==> config.mk <==
export PLATFORM = sky130hd
export DESIGN_NAME = pipe_share_arbiter
export DESIGN_NICKNAME = d
export VERILOG_FILES = /design/src/rtl/pipe_share_arbiter.sv
export SDC_FILE = /design/constraint.sdc
export NUM_CORES = 1
export LEC_CHECK = 0
export CAP_MARGIN = 0
export CORE_ASPECT_RATIO = 0.5
export CORE_MARGIN = 2
export CORE_UTILIZATION = 40
export DETAILED_ROUTE_END_ITERATION = 7
export MAX_ROUTING_LAYER = met4
export PLACE_DENSITY = 0.68
export SKIP_CTS_REPAIR_TIMING = 1
export SYNTH_ARGS = -nofsm -noshare
export SYNTH_HDL_FRONTEND = slang
export SYNTH_SLANG_ARGS = --single-unit
==> constraint.sdc <==
create_clock -name clk -period 13 [get_ports clk]
set_input_delay 1.95 -clock clk [delete_from_list [all_inputs] [get_ports clk]]
set_output_delay 1.95 -clock clk [all_outputs]
set_load 0.02 [all_outputs]
==> src/rtl/pipe_share_arbiter.sv <==
// Round-robin sharing of one fixed-latency pipelined datapath among several requesters.
// Each requester is only admitted while its response FIFO space is reserved, so results never stall.
module pipe_share_arbiter #(
  parameter int NUM_REQ    = 4,
  parameter int WIDTH      = 32,
  parameter int LATENCY    = 2,
  parameter int RESP_DEPTH = 2
) (
  input  logic                     clk,
  input  logic                     rst,
  input  logic [NUM_REQ-1:0]       req_valid,
  input  logic [NUM_REQ*WIDTH-1:0] req_data,
  output logic [NUM_REQ-1:0]       req_ready,
  output logic                     pipe_in_valid,
  output logic [WIDTH-1:0]         pipe_in_data,
  input  logic                     pipe_out_valid,
  input  logic [WIDTH-1:0]         pipe_out_data,
  output logic [NUM_REQ-1:0]       resp_valid,
  output logic [NUM_REQ*WIDTH-1:0] resp_data,
  input  logic [NUM_REQ-1:0]       resp_ready,
  output logic                     busy,
  output logic                     protocol_error
);

  localparam int IW = $clog2(NUM_REQ);
  localparam int CW = $clog2(RESP_DEPTH + 1);
  localparam int PW = (RESP_DEPTH > 1) ? $clog2(RESP_DEPTH) : 1;
  localparam logic [CW:0]   DEPTH_C = (CW+1)'(RESP_DEPTH);
  localparam logic [CW-1:0] FULL_C  = CW'(RESP_DEPTH);

  logic [IW-1:0]    rrPtr_q, rrPtr_d;
  logic             tagValid_q [LATENCY];
  logic [IW-1:0]    tagIdx_q   [LATENCY];
  logic [CW-1:0]    inflight_q [NUM_REQ];
  logic [CW-1:0]    count_q    [NUM_REQ];
  logic [PW-1:0]    wrPtr_q    [NUM_REQ];
  logic [PW-1:0]    rdPtr_q    [NUM_REQ];
  logic [WIDTH-1:0] mem_q      [NUM_REQ][RESP_DEPTH];
  logic             protocolError_q, protocolError_d;

  logic [NUM_REQ-1:0] eligible, grant, arrive, push, pop;
  logic               anyGrant;
  logic [IW-1:0]      grantIdx;
  logic               tailValid;
  logic [IW-1:0]      tailIdx;
  logic               anyTag, anyCount;

  function automatic logic [PW-1:0] incPtr(input logic [PW-1:0] p);
    return (p == PW'(RESP_DEPTH - 1)) ? '0 : p + 1'b1;
  endfunction

  assign tailValid = tagValid_q[LATENCY-1];
  assign tailIdx   = tagIdx_q[LATENCY-1];

  // Credit covers both tags still in the datapath and results parked in the FIFO.
  always_comb begin
    eligible = '0;
    for (int i = 0; i < NUM_REQ; i++) begin
      eligible[i] = req_valid[i] & ~rst &
                    (({1'b0, inflight_q[i]} + {1'b0, count_q[i]}) < DEPTH_C);
    end
  end

  always_comb begin
    grant    = '0;
    grantIdx = '0;
    anyGrant = 1'b0;
    for (int k = 0; k < NUM_REQ; k++) begin
      if (!anyGrant && eligible[IW'((int'(rrPtr_q) + k) % NUM_REQ)]) begin
        anyGrant = 1'b1;
        grantIdx = IW'((int'(rrPtr_q) + k) % NUM_REQ);
      end
    end
    grant[grantIdx] = anyGrant;
    rrPtr_d = rrPtr_q;
    if (anyGrant) begin
      rrPtr_d = (grantIdx == IW'(NUM_REQ - 1)) ? '0 : grantIdx + 1'b1;
    end
  end

  assign req_ready     = grant;
  assign pipe_in_valid = anyGrant;
  assign pipe_in_data  = req_data[int'(grantIdx)*WIDTH +: WIDTH];

  always_comb begin
    resp_valid = '0;
    resp_data  = '0;
    pop        = '0;
    arrive     = '0;
    push       = '0;
    anyTag     = 1'b0;
    anyCount   = 1'b0;
    for (int i = 0; i < NUM_REQ; i++) begin
      resp_valid[i] = ~rst & (count_q[i] != '0);
      resp_data[i*WIDTH +: WIDTH] = mem_q[i][rdPtr_q[i]];
      pop[i]    = resp_valid[i] & resp_ready[i];
      arrive[i] = pipe_out_valid & tailValid & (tailIdx == IW'(i));
      // A full FIFO can still accept a push when its head leaves in the same cycle.
      push[i]   = arrive[i] & ((count_q[i] != FULL_C) | pop[i]);
      anyCount  = anyCount | (count_q[i] != '0);
    end
    for (int l = 0; l < LATENCY; l++) begin
      anyTag = anyTag | tagValid_q[l];
    end
    protocolError_d = protocolError_q | (pipe_out_valid != tailValid) | (|(arrive & ~push));
  end

  assign busy           = ~rst & (anyTag | anyCount);
  assign protocol_error = protocolError_q;

  always_ff @(posedge clk) begin
    if (rst) begin
      rrPtr_q         <= '0;
      protocolError_q <= 1'b0;
      for (int l = 0; l < LATENCY; l++) begin
        tagValid_q[l] <= 1'b0;
        tagIdx_q[l]   <= '0;
      end
      for (int i = 0; i < NUM_REQ; i++) begin
        inflight_q[i] <= '0;
        count_q[i]    <= '0;
        wrPtr_q[i]    <= '0;
        rdPtr_q[i]    <= '0;
      end
    end else begin
      rrPtr_q         <= rrPtr_d;
      protocolError_q <= protocolError_d;
      tagValid_q[0]   <= anyGrant;
      tagIdx_q[0]     <= grantIdx;
      for (int l = 1; l < LATENCY; l++) begin
        tagValid_q[l] <= tagValid_q[l-1];
        tagIdx_q[l]   <= tagIdx_q[l-1];
      end
      for (int i = 0; i < NUM_REQ; i++) begin
        inflight_q[i] <= inflight_q[i] + CW'(grant[i]) - CW'(arrive[i]);
        count_q[i]    <= count_q[i] + CW'(push[i]) - CW'(pop[i]);
        if (push[i]) begin
          mem_q[i][wrPtr_q[i]] <= pipe_out_data;
          wrPtr_q[i]           <= incPtr(wrPtr_q[i]);
        end
        if (pop[i]) begin
          rdPtr_q[i] <= incPtr(rdPtr_q[i]);
        end
      end
    end
  end

endmodule
==> results.md, run 1 <==
* CTS tree: built
* Synthesized Nets at 961
* Slew Viols, Final at 0
* Layout cell share with drive strength beyond 1 at 18.16%
* Pre-CTS setup slack at 5733 ps
* Critical Path RT at 11050 ps
* Vias at 7654
* Post-synthesis async set-or-reset flop share at 0%
* Setup total negative slack at 0 ps
* Period Utilization, post-route at 55.78%
* Syn-to-layout area delta at 38.85%
* Unique masters post-synth at 46
* Worst-margin pin slew at 1028 ps
* Port buffer count at 341
* Tmin final at 7251 ps
* Area fraction of the dominant cell type after synthesis at 64.51%
* Clock latency on the worst-skew pair at 530 ps
* Worst-path clk slew at 60 ps
* Final hold viol count at 0
* DP Area at 16130 um^2
* Top-count cell post-synth: edfxtp_1
* # DRC at 0
* Io pins at 342
* Leading area contributor after synthesis: edfxtp_1
* Register Area at 8428 um^2
* Worst hold path class: flip-flop to flip-flop
* WS Path Type: input pin to output pin
* Drt wl/cell at 21.16 um
* Core area at 30290 um^2
* Pwr dens at 138.2 nW/um^2
* Synth top cells by count: 264 x edfxtp_1, 128 x mux2_2, 44 x nand2b_1
* Area taken by multi-input logic gates at 3570 um^2
* Final setup fails at 0
* Top cells by area, synth: edfxtp_1 65%, mux2_2 12%, dfxtp_1 4.1%
* Crit path max fanout at 99
* Placer Congestion at 0.8985
* Yosys warnings at 0
* Slack of the critical path at 5749 ps
* Max-slew headroom at 31.44%
* Clock Tree Root: clkbuf_16
* H-tree level count at 1
* Fmax at 0.1379 GHz
* Mapped Area at 12290 um^2
* Largest net degree at the start of global routing at 100
* Clock Tree Buf Depth at 3
* Initial antenna violation count at 5
* Final net count at 1306
* Critical Path Source Type: input pin
* Post-synth EDFFs at 264
* Num rows at 45
* RSZ-0062 raised after global routing: no
* Worst hold slack at 435.2 ps
* Number of max-cap violations at 0
* Drt pass-1 iters at 4
* Vias in the first global route at 8070
* Clock sinks at 289
* Register area share after synthesis at 68.58%
* First-pass GRT wire length at 47150 um
* Initial Util at 40.57%
* Power Total at 2.358 mW
* Layout fillers at 2411
* Pleak at 6.016 nW
* Post-synthesis cell count at 765
* GRT Overall Usage at 20.09%
* Worst Setup End Kind: output pin
* Initial DRC Count at 378
* Status: finished clean
* Routed Antenna Nets at 0
* TritonCTS Buffers at 27
* DP Wirelength at 21570 um
* Die Wd at 251.9 um
* Post-DR vias/cell at 4.993
* Top FF cell, synth: edfxtp_1
* Design area at 17060 um^2
* GRT overflow at 0
* Clock Skew at 15.59 ps
* Synth Register Bits at 289
* VDD IR-drop max at 0.00008432 V
* Routed WL at 32440 um
* Average size of a mapped cell at 16.06 um^2
* Die Y at 127.9 um
* Die area at 32230 um^2
* Crit path DAT at 5300 ps
==> cells in the final DEF (no fill, tap or decap), types with 12 or more instances in the layout <==
cell             instances
inv_1                   30
edfxtp_1               264
mux2_2                 128
clkdlybuf4s50_1        340
nand2b_1                44
clkbuf_16               27
nor2_1                  27
a22oi_1                 32
ha_1                    21
dfxtp_1                 25
a21oi_1                 34
mux2i_1                 32
buf_4                   14
nor2b_1                 12
==> registers in the layout (all words and copies together) (netlist names) <==
name            count
mem_q             256
rdPtr_q             4
protocol_error      1
inflight_q          8
tagIdx_q            4
count_q             8
rrPtr_q             2
wrPtr_q             4
tagValid_q          2
==> worst paths after layout <==
path,from,endpoint,slack [ps],cells after the start
setup reg to reg,count_q[2][0],inflight_q[0][1],9140,13
hold / removal,tagIdx_q[0][0],tagIdx_q[0][2],440,1
hold reg to reg,tagIdx_q[0][0],tagIdx_q[0][2],440,1
setup / recovery,rst,req_ready[1],5750,9
==> metal layers <==
metal / part of all wire, % / vias up / track usage, % / routed length (um)
li1: - / 3566 / - / -
met5: 0 / - / - / 0
met2: 54 / 184 / 37.02 / 17420
met4: 3.1 / 0 / 6.300 / 994
met1: 40 / 3855 / 22.71 / 12840
met3: 3.7 / 49 / 3.025 / 1185
==> worst max-delay path, stage by stage <==
cell and delay (ps):
buf_2 740, or4b_4 330, o211ai_2 110, a31oi_4 190, buf_4 790, inv_1 160
ha_1 230, and2_1 150, clkdlybuf4s50_1 560
==> area by class of cell <==
cell class,count,area share (%)
clock buffer,32,4.245
tap,399,2.926
inverter,31,0.6819
antenna,5,0.07332
clock inverter,16,1.173
multi-input combinational,406,20.92
timing repair buffer,355,20.59
sequential,289,49.39
==> stage by stage <==
stage / util [%] / cells
2_1_floorplan: - / 765
3_3_place_gp: 53.24 / 1480
3_5_place_dp: 53.24 / 1480
4_1_cts: 56.29 / 1528
5_1_grt: 56.33 / 1533
6_report: 56.33 / 1533
==> power breakdown <==
part	internal, mW	switching, mW
logic	0.246	0.251
clock network	0.479	0.334
registers	1.04	0.0128
total	1.76	0.597
==> cells by family after synthesis <==
family,after synthesis,synth area share [%]
flops,289,68.58
mux,160,14.34
simple gates,124,5.895
compound gates,81,4.561
buf+inv,70,2.698
fa+ha+maj,25,2.790
xor+xnor,16,1.140
Power figures use the tool's default switching activity.
==> inputs of run 2 (changes only) <==
==> constraint.sdc (replaced) <==
create_clock -name clk -period 6.9 [get_ports clk]
set_input_delay 1.035 -clock clk [delete_from_list [all_inputs] [get_ports clk]]
set_output_delay 1.035 -clock clk [all_outputs]
set_load 0.02 [all_outputs]
==> run 2 against run 1 <==
Against the previous run: combinational power increased by 88%; sequential power rose by 89%; final cell count up 0.52%; sequential share of layout area about the same; worst setup slack worse by 4400 ps; clock skew fell by 3.4 ps; non-clock buffer count increased by 6; critical path type is now flip-flop to output pin; highest routed layer unchanged.
==> results.md, run 2 (same netlist as run 1, synthesis figures left out) <==
* Power Total at 4.372 mW
* Die Y at 127.9 um
* RSZ-0062 raised after global routing: no
* Share of power burned in registers at 45.3%
* Period Utilization, post-route at 80.19%
* Initial antenna violation count at 5
* GRT overflow at 0
* R2r startpoint: count_q[2][0]
* Worst Setup End Kind: output pin
* Syn-to-layout area delta at 38.84%
* Pleak at 6.030 nW
* Port buffer count at 341
* Clock latency on the worst-skew pair at 540 ps
* Net switching fraction of the power at 25.55%
* Worst-path clk slew at 60 ps
* Most common cell after layout, fill and taps aside: clkdlybuf4s50_1
* Die area at 32230 um^2
* DP Area at 16170 um^2
* Slew Viols, Final at 0
* Most frequent cells in the layout: 340 x clkdlybuf4s50_1, 264 x edfxtp_1, 128 x mux2_2
* Vias in the first global route at 7997
* Status: finished clean
* Placed Cells at 1486
* Initial Util at 40.57%
* Io pins at 342
* Setup total negative slack at 0 ps
* Clock sinks at 289
* WS Path Type: flip-flop to output pin
* Placer Congestion at 0.9072
* First-pass GRT wire length at 46970 um
* Fmax at 0.1807 GHz
* Crit path max fanout at 36
* Final hold viol count at 0
* Final non-filler cell total at 1541
* VDD IR-drop max at 0.0001431 V
* Psw at 1.117 mW
* Worst-margin pin slew at 1068 ps
* CTS tree: built
* Internal Pwr Total at 3.254 mW
* TritonCTS Buffers at 28
* Final net count at 1313
* Num rows at 45
* Final setup fails at 0
* Initial DRC Count at 351
* Max reg flops at 256
* # DRC at 0
* Drt wl/cell at 21.03 um
* GRT Overall Usage at 20.04%
* Slack of the critical path at 1367 ps
* Number of max-cap violations at 0
* Worst hold path class: flip-flop to flip-flop
* Worst setup startpoint: count_q[1][0]
* Routed WL at 32400 um
* Clock network fraction of total power at 33.4%
* H-tree level count at 1
* Layout cell share with drive strength beyond 1 at 18.38%
* Vias at 7718
* Critical Path RT at 5860 ps
* Routed Antenna Nets at 0
* Source of the worst hold timing path: tagIdx_q[0][0]
* Post-DR vias/cell at 5.008
* Clock Tree Buf Depth at 3
* Largest net degree at the start of global routing at 78
* Pwr dens at 256.2 nW/um^2
* Die Wd at 251.9 um
* Gate power share at 21.4%
* Clock Tree Root: clkbuf_16
* Core area at 30290 um^2
* Tmin final at 5533 ps
* Max-slew headroom at 28.39%
* Drt pass-1 iters at 4
* Pre-CTS setup slack at 1527 ps
* DP Wirelength at 22350 um
* Crit path DAT at 4500 ps
* Clock Skew at 12.15 ps
* Design area at 17060 um^2
* Critical Path Source Type: flip-flop
-- run 2: cell types whose count changed in the layout (fill, tap and decap cells not counted) --
| cell | previous run | this run |
|---|---|---|
| buf_4 | 14 | 20 |
| bufinv_16 | 4 | 2 |
| clkbuf_1 | 2 | 4 |
| clkbuf_16 | 27 | 29 |
| clkbuf_8 | 3 | 0 |
| clkinv_1 | 3 | 5 |
| clkinv_2 | 4 | 7 |
| clkinv_4 | 1 | 0 |
| clkinv_8 | 1 | 0 |
| clkinvlp_2 | 0 | 1 |
| clkinvlp_4 | 2 | 1 |
| inv_6 | 1 | 0 |
| inv_8 | 0 | 1 |
-- run 2: critical path, cell delays in order, from the launching register on --
cell,delay (ps)
dfxtp_1,370
inv_1,80
nor2_1,130
fa_1,450
or4b_4,580
a221oi_2,290
o21a_2,620
buf_4,440
a21oi_1,80
a22oi_1,250
clkdlybuf4s50_1,640
-- run 2: power groups by stage --
stage	Clock (mW)	Sequential, mW	Combinational (mW)
6_report	1.46	1.98	0.935
3_5_place_dp	0	2.02	0.936
4_1_cts	1.49	1.98	0.945
3_3_place_gp	0	2.01	0.925
2_1_floorplan	0	2.01	0.543
5_1_grt	1.56	1.98	1.01
-- run 2: through the flow --
| step | util [%] | hold WS, ps |
|---|---|---|
| after floorplan | - | 413.8 |
| after global placement | 53.39 | 424.2 |
| after detailed placement | 53.39 | 430.0 |
| after CTS | 56.29 | 436.0 |
| after global routing | 56.33 | 458.2 |
| final | 56.33 | 431.4 |
-- run 2: cell type report --
class,count,area [um^2]
Antenna cell,5,12.51
Clock buffer,33,740.7
Clock inverter,17,137.6
Fill cell,2454,13230
Inverter,31,116.4
Multi-Input combinational cell,406,3570
Sequential cell,289,8428
Tap cell,399,499.2
Timing Repair Buffer,361,3558
-- run 2: metal layers --
| metal | vias to the layer above | share of wire, % | global-route usage (%) |
|---|---|---|---|
| met4 | 0 | 2.1 | 5.813 |
| met3 | 50 | 3.5 | 2.538 |
| met5 | - | 0 | - |
| li1 | 3585 | - | - |
| met1 | 3886 | 40 | 23.17 |
| met2 | 197 | 54 | 36.89 |
-- run 2: final timing paths --
path,slack (ps),to,cells past startpoint
worst min register to register,430,tagIdx_q[0][2],1
worst min-delay path,430,tagIdx_q[0][2],1
worst max register to register,3230,inflight_q[0][1],13
worst max-delay path,1370,pipe_in_data[3],10
==> inputs of run 3 (changes only) <==
--- a/config.mk
+++ b/config.mk
@@ -11,7 +11,7 @@
 export CORE_UTILIZATION = 40
 export DETAILED_ROUTE_END_ITERATION = 7
 export MAX_ROUTING_LAYER = met4
-export PLACE_DENSITY = 0.68
+export PLACE_DENSITY = 0.7
 export SKIP_CTS_REPAIR_TIMING = 1
 export SYNTH_ARGS = -nofsm -noshare
 export SYNTH_HDL_FRONTEND = slang
==> constraint.sdc (replaced) <==
create_clock -name clk -period 4.6 [get_ports clk]
set_input_delay 0.69 -clock clk [delete_from_list [all_inputs] [get_ports clk]]
set_output_delay 0.69 -clock clk [all_outputs]
set_load 0.02 [all_outputs]
==> run 3 against run 2 <==
Against the previous run: global-route usage rose by 0.57 points; largest cell class unchanged; critical endpoint is now pipe_in_data[2]; flip-flop and latch count did not move; non-clock buffer count rose by 8; utilization rose by 0.88 points; first-iteration DRC count rose by 38%; sequential power rose by 50%.
==> results.md, run 3 (same netlist as run 1, synthesis figures left out) <==
* Status: finished clean
* Initial Util at 40.57%
* Pwr dens at 384.7 nW/um^2
* GRT overflow at 0
* Largest net degree at the start of global routing at 48
* Vias in the first global route at 7817
* Initial DRC Count at 483
* CTS tree: built
* Worst-margin pin slew at 970.7 ps
* Max reg flops at 256
* Die Y at 127.9 um
* Clock latency on the worst-skew pair at 530 ps
* Crit path max fanout at 24
* Layout cell share with drive strength beyond 1 at 18.78%
* Critical Path Source Type: flip-flop
* DP Wirelength at 23140 um
* Tmin final at 4431 ps
* Worst-path clk slew at 60 ps
* Max-slew headroom at 35.29%
* Initial antenna violation count at 3
* Period Utilization, post-route at 96.32%
* Placer Congestion at 0.8758
* Final setup fails at 0
* Worst hold slack at 437.7 ps
* Crit path DAT at 3740 ps
* Clock sinks at 289
* Worst hold path class: flip-flop to flip-flop
* Die Wd at 251.9 um
* Clock Tree Buf Depth at 3
* Port buffer count at 341
* Final net count at 1320
* Num rows at 45
* Routed WL at 33400 um
* VDD IR-drop max at 0.0002388 V
* Worst Setup End Kind: output pin
* Pleak at 6.425 nW
* Io pins at 342
* Most common cell after layout, fill and taps aside: clkdlybuf4s50_1
* Vias at 7690
* Number of max-cap violations at 0
* Clock Skew at 9.521 ps
* Core area at 30290 um^2
* RSZ-0062 raised after global routing: no
* GRT Overall Usage at 20.61%
* Drt wl/cell at 21.57 um
* H-tree level count at 1
* # DRC at 0
* Post-DR vias/cell at 4.968
* Syn-to-layout area delta at 41.02%
* Post-Route Utilization at 57.21%
* DP Area at 16310 um^2
* Slew Viols, Final at 0
* Setup total negative slack at 0 ps
* First-pass GRT wire length at 48000 um
* Die area at 32230 um^2
* Routed Antenna Nets at 0
* Drt pass-1 iters at 4
* WS Path Type: flip-flop to output pin
* Fmax at 0.2257 GHz
* Most frequent cells in the layout: 306 x clkdlybuf4s50_1, 264 x edfxtp_1, 128 x mux2_2
* Critical Path RT at 3910 ps
* Clock Tree Root: clkbuf_16
* Design area at 17330 um^2
* TritonCTS Buffers at 27
* Final hold viol count at 0
-- run 3: report_power, final --
part	switching [mW]	internal, mW	leakage, nW
combinational	0.724	0.734	3.40
clock	0.923	1.32	0.437
sequential	0.0376	2.93	2.59
-- run 3: per-stage QoR --
stage	power, mW	setup slack [ps]	std cells
floorplan	3.827	366.1	765
global placement	4.473	289.6	1491
detailed placement	4.492	252.9	1491
CTS	6.739	-32.62	1541
global route	6.941	1.375	1548
finish	6.668	169.5	1548
-- run 3: final timing paths --
path / from / end / slack (ps) / cells after the start
worst min-delay path: tagIdx_q[0][1] / tagIdx_q[0][3] / 440 / 1
worst max-delay path: count_q[1][0] / pipe_in_data[2] / 170 / 10
worst min register to register: tagIdx_q[0][1] / tagIdx_q[0][3] / 440 / 1
worst max register to register: count_q[1][0] / inflight_q[0][1] / 1350 / 13
-- run 3: area by class of cell --
type | instances | area (um^2)
Clock inverter | 15 | 172.7
Inverter | 31 | 116.4
Clock buffer | 35 | 715.7
Antenna cell | 4 | 10.01
Fill cell | 2410 | 12960
Sequential cell | 289 | 8428
Tap cell | 399 | 499.2
Timing Repair Buffer | 369 | 3819
Multi-Input combinational cell | 406 | 3570
-- run 3: worst max-delay path, stage by stage (launching register included) --
cell and delay [ps]:
dfxtp_1 370, inv_1 80, nor2_1 130, fa_1 460, or4b_4 580, a221oi_2 280, o21a_2 250, buf_12 180
a21oi_1 60, a22oi_1 180, clkdlybuf4s50_1 640
-- run 3: metal layers --
metal,global-route usage [%],wire length (um),vias to the layer above
li1,-,-,3594
met1,23.52,12740,3852
met2,37.89,18360,198
met3,3.553,1521,46
met4,5.256,776,0
met5,-,0,-
